$ cat config.mk
export PLATFORM = sky130hd
export DESIGN_NAME = serial_deserializer
export DESIGN_NICKNAME = d
export VERILOG_FILES = /design/src/rtl/serial_deserializer.sv
export SDC_FILE = /design/constraint.sdc
export NUM_CORES = 1
export LEC_CHECK = 0
export CAP_MARGIN = 0
export CORE_AREA = 2 2 64 81
export CTS_CLUSTER_SIZE = 40
export DETAILED_ROUTE_END_ITERATION = 7
export DIE_AREA = 0 0 66 83
export GPL_TIMING_DRIVEN = 0
export PLACE_DENSITY_LB_ADDON = 0.15
export SYNTH_ARGS = -nofsm -noshare
export SYNTH_HDL_FRONTEND = slang
export SYNTH_SLANG_ARGS = --single-unit
$ cat constraint.sdc
create_clock -name clk -period 2 [get_ports clk]
set_input_delay 0.3 -clock clk [delete_from_list [all_inputs] [get_ports clk]]
set_output_delay 0.3 -clock clk [all_outputs]
set_load 0.03 [all_outputs]
$ cat src/rtl/serial_deserializer.sv
// LSB-first serial-to-parallel converter with a one-word output slot and a FULL
// holding state, so a completed word waits in the shift register while the slot is occupied.
module serial_deserializer #(
  parameter int WORD_WIDTH = 16
) (
  input  logic                          clk,
  input  logic                          reset,
  input  logic                          enable,
  input  logic                          s_valid,
  input  logic                          s_data,
  input  logic                          s_start,
  input  logic                          p_ready,
  input  logic                          clear_err,
  output logic [WORD_WIDTH-1:0]         p_data,
  output logic                          p_valid,
  output logic [$clog2(WORD_WIDTH):0]   bit_count,
  output logic                          busy,
  output logic                          overrun,
  output logic                          framing_err
);

  localparam int CW = $clog2(WORD_WIDTH) + 1;
  localparam logic [CW-1:0] COUNT_ONE  = CW'(1);
  localparam logic [CW-1:0] COUNT_LAST = CW'(WORD_WIDTH - 1);
  localparam logic [CW-1:0] COUNT_FULL = CW'(WORD_WIDTH);

  typedef enum logic [1:0] {IDLE, SHIFT, FULL} state_t;

  state_t                state_reg;
  logic [WORD_WIDTH-1:0] sr_reg;
  logic [WORD_WIDTH-1:0] sr_shifted;
  logic [WORD_WIDTH-1:0] p_data_reg;
  logic                  p_valid_reg;
  logic [CW-1:0]         bit_count_reg;
  logic                  overrun_reg;
  logic                  framing_err_reg;
  logic                  accept;
  logic                  slot_free;

  assign accept     = enable & s_valid;
  // The slot counts as free when the current word is leaving on this same edge.
  assign slot_free  = !p_valid_reg | p_ready;
  assign sr_shifted = {s_data, sr_reg[WORD_WIDTH-1:1]};

  always_ff @(posedge clk or posedge reset) begin
    if (reset) begin
      state_reg       <= IDLE;
      sr_reg          <= '0;
      p_data_reg      <= '0;
      p_valid_reg     <= 1'b0;
      bit_count_reg   <= '0;
      overrun_reg     <= 1'b0;
      framing_err_reg <= 1'b0;
    end else begin
      // Clear first so that a set later in this block wins on the same edge.
      if (clear_err) begin
        overrun_reg     <= 1'b0;
        framing_err_reg <= 1'b0;
      end
      if (p_valid_reg && p_ready)
        p_valid_reg <= 1'b0;

      case (state_reg)
        IDLE: begin
          if (accept && s_start) begin
            sr_reg        <= sr_shifted;
            bit_count_reg <= COUNT_ONE;
            state_reg     <= SHIFT;
          end
        end
        SHIFT: begin
          if (accept) begin
            if (s_start) begin
              sr_reg          <= sr_shifted;
              bit_count_reg   <= COUNT_ONE;
              framing_err_reg <= 1'b1;
            end else if (bit_count_reg == COUNT_LAST) begin
              if (slot_free) begin
                p_data_reg    <= sr_shifted;
                p_valid_reg   <= 1'b1;
                bit_count_reg <= '0;
                state_reg     <= IDLE;
              end else begin
                sr_reg        <= sr_shifted;
                bit_count_reg <= COUNT_FULL;
                state_reg     <= FULL;
              end
            end else begin
              sr_reg        <= sr_shifted;
              bit_count_reg <= bit_count_reg + COUNT_ONE;
            end
          end
        end
        FULL: begin
          if (accept)
            overrun_reg <= 1'b1;
          // Transfer does not depend on enable; the held word moves out as soon as the slot frees.
          if (slot_free) begin
            p_data_reg    <= sr_reg;
            p_valid_reg   <= 1'b1;
            bit_count_reg <= '0;
            state_reg     <= IDLE;
          end
        end
        default: state_reg <= IDLE;
      endcase
    end
  end

  assign p_data      = p_data_reg;
  assign p_valid     = p_valid_reg;
  assign bit_count   = bit_count_reg;
  assign busy        = (state_reg != IDLE);
  assign overrun     = overrun_reg;
  assign framing_err = framing_err_reg;

endmodule

==> results of run 1 <==
final cells by class:
type,count,area [um2]
Buffer,6,76.3
Clock buffer,5,68.8
Clock inverter,3,21.3
Fill cell,421,1930
Inverter,9,33.8
Multi-Input combinational cell,100,1060
Sequential cell,42,1050
Tap cell,60,75.1
Timing Repair Buffer,40,379
timing repair:
action | in CTS | in global routing
setup buffers | 1 | 7
endpoints found under the setup margin | 11 | 25
pin swaps | 1 | 2
resized for setup | 5 | 1
through the flow:
stage                     TNS [ps]  cells
final                            0    265
after floorplan                  0    157
after global placement       -8710    249
after detailed placement     -2790    249
after CTS                        0    258
after global routing         -2.82    265
worst max-delay path: cells and delay by family (launching register included):
family	cells	cell delay, ps
buf+inv	3	630
flops	1	390
fa+ha+maj	1	290
logic make-up (layout without fill, tap and decap cells):
kind of cell | Yosys count | after routing
flops | 42 | 42
fa+ha+maj | 5 | 5
simple gates | 26 | 26
mux | 51 | 51
compound gates | 18 | 18
buf+inv | 15 | 63
synth_stat cells (2+ instances only):
cell type	number	area, um2
a211oi_1	2	15.0
nand2_1	7	26.3
inv_1	9	33.8
mux2_2	28	315
ha_1	5	62.6
mux2i_1	3	30.0
o2bb2ai_1	2	17.5
mux2_4	20	300
nor2_1	5	18.8
nand3_1	3	15.0
buf_8	2	30.0
dfrtp_1	42	1050
o22a_1	2	17.5
worst max-delay path by stage:
stage                                   from                     to  slack [ps]
floorplan           bit_count[0]$_DFFE_PP0P_  p_data[0]$_DFFE_PP0P_           9
global placement    state_reg[0]$_DFFE_PP0P_  p_data[7]$_DFFE_PP0P_        -190
detailed placement  state_reg[0]$_DFFE_PP0P_  p_data[5]$_DFFE_PP0P_        -230
CTS                 bit_count[0]$_DFFE_PP0P_  sr_reg[3]$_DFFE_PP0P_          70
global route        bit_count[0]$_DFFE_PP0P_  p_data[5]$_DFFE_PP0P_          -3
finish              state_reg[0]$_DFFE_PP0P_                   busy          90
power groups by stage:
stage               logic, mW  clock network (mW)  registers [mW]
global placement         1.01                   0            1.23
global route             1.16               0.606            1.26
detailed placement       1.04                   0            1.25
floorplan               0.738                   0            1.27
finish                   1.08               0.553            1.23
CTS                      1.04               0.571            1.23
metal layers:
| metal | vias up | wire length [um] |
|---|---|---|
| met5 | - | 0 |
| li1 | 658 | - |
| met1 | 719 | 1700 |
| met3 | 8 | 212 |
| met4 | 0 | 79 |
| met2 | 38 | 2140 |
==> impl_metrics.py, run 1 <==
metrics = {
    "run_status": {
        "status": "finished, final reports clean",
    },
    "die": {
        "die_x_um": 66,
        "start_util_pct": 47.0,
        "fp.dieArea_mm2": 0.00548,
        "core_area_mm2": 0.00469,
        "std_cell_rows": 28,
        "pin_count": 33,
        "die-height_um": 83,
    },
    "clock_network": {
        "cts_sinks": 42,
        "cts-buffers-inserted": 5,
        "clk_latency_ps": 300,
        "clk_pin_slew_ps": 90,
        "htreeDepth": 2,
        "tritoncts": "yes",
        "root_buffer": "clkbuf_8",
        "clockBufferDepth": 2,
        "holdBufCountCts": 0,
    },
    "worst_setup_path": {
        "slowest_stage": "dfrtp_1",
        "r2r_setup_slack_ps": 100,
        "critPathRequiredTime_ps": 1700,
        "crit_chain": "inv_1 > ha_2 > inv_1 > dlygate4sd2_1",
        "cp_max_fo": 5,
        "r2r-end": "p_data[14]$_DFFE_PP0P_",
        "max_stage_delay_ps": 390,
        "cp.arrival_ps": 1610,
        "path_common_cell": "inv_1",
        "end_kind": "primary output",
        "r2r-start": "state_reg[1]$_DFFE_PP0P_",
        "reg2reg_depth": 8,
        "start_kind": "register",
        "critPathKind": "reg2out",
    },
    "route": {
        "avgRoutedWirePerCell_um": 15.6,
        "drc": 0,
        "vias": 1423,
        "dr.pass1.iters": 4,
        "via_per_inst": 5.37,
        "routed_wl_um": 4140,
        "drt_iter0_markers": 54,
        "postRouteAntennaNets": 0,
    },
    "synthesis": {
        "synthesis.area_mm2": 0.00220,
        "synthCells": 157,
        "synth-adder-area-share_pct": 2.84,
        "muxShareOfSynthArea_pct": 29.3,
        "synthSimpleGateAreaFrac_pct": 6.81,
        "ys_warn_count": 0,
        "synth_compound_area_share_pct": 8.68,
        "async_reset_ff_share_pct": 100,
        "yosysUniqueCellTypes": 40,
        "synth_edf_count": 0,
        "synth_xor_area_share_pct": 0,
        "ys_seq_area_share_pct": 47.7,
        "synth-seq-cells": 42,
        "synth_ff_type": "dfrtp_1",
        "syn_area_per_cell_um2": 14.0,
        "syn_nets": 170,
        "synth_top_family_by_area": "multiplexers",
    },
    "grt": {
        "antenna_found_initial": 0,
        "grt_pass1_vias": 1451,
        "grt_first_pass_wirelength_um": 6840,
        "grt_use_met2_pct": 27.5,
        "grt_max_degree": 43,
        "met1_usage_pct": 18.5,
        "grtUsageMet3_pct": 4.74,
        "track_usage_pct": 16.2,
        "grt_overflow": 0,
        "gr-max-usage-layer": "met2",
    },
    "power": {
        "p_sw_share_pct": 33.9,
        "p_comb_share_pct": 37.7,
        "power_mw": 2.86,
        "power_frac_seq_pct": 43.0,
        "power.share.clock_pct": 19.3,
        "p_int_mw": 1.89,
        "irDropWorstVdd_mv": 0.535,
        "p_switching_mw": 0.969,
        "powerDensity_mw_per_mm2": 1040,
        "p_leak_nw": 1.27,
    },
    "timing": {
        "whs_ps": 500,
        "tightest_slew_ps": 860,
        "fin_skew_ps": 14.8,
        "finalSetupViolations": 0,
        "min_period_over_period_pct": 95.5,
        "max_freq_mhz": 524,
        "slew_headroom_pct": 42.6,
        "post-route-min-period_ps": 1910,
        "fin_ws_ps": 90.2,
        "slew_violations": 0,
        "hold_viol_final": 0,
    },
    "finish": {
        "finish.instance_area_mm2": 0.00276,
        "fin_nets": 217,
        "fin_util_pct": 58.9,
        "drive_above_1_share_pct": 39.0,
        "syn2layout_area_growth_pct": 25.4,
        "layout_commonest_cell": "dfrtp_1",
        "insertedDiodeCount": 0,
        "final_cell_mix": "dfrtp_1 (42), clkdlybuf4s50_1 (31), mux2_2 (28)",
    },
    "placed_design": {
        "postPlaceCellArea_mm2": 0.00260,
        "port_buffers": 32,
        "gp_congestion": 0.832,
        "pre_cts_slack_ps": -234,
        "hpwlAfterDp_um": 2830,
    },
    "worst_hold_path": {
        "hold_class": "in2async",
    },
    "run": {
        "maxCapViolations": 0,
    },
}
Note: power is estimated with default switching activity, not from simulation.
==> run 2, diff against run 1 <==
- SKIP_LAST_GASP: not set -> 1
==> results of run 2 <==
No change in the layout: final DEF, timing and power equal those of run 1.
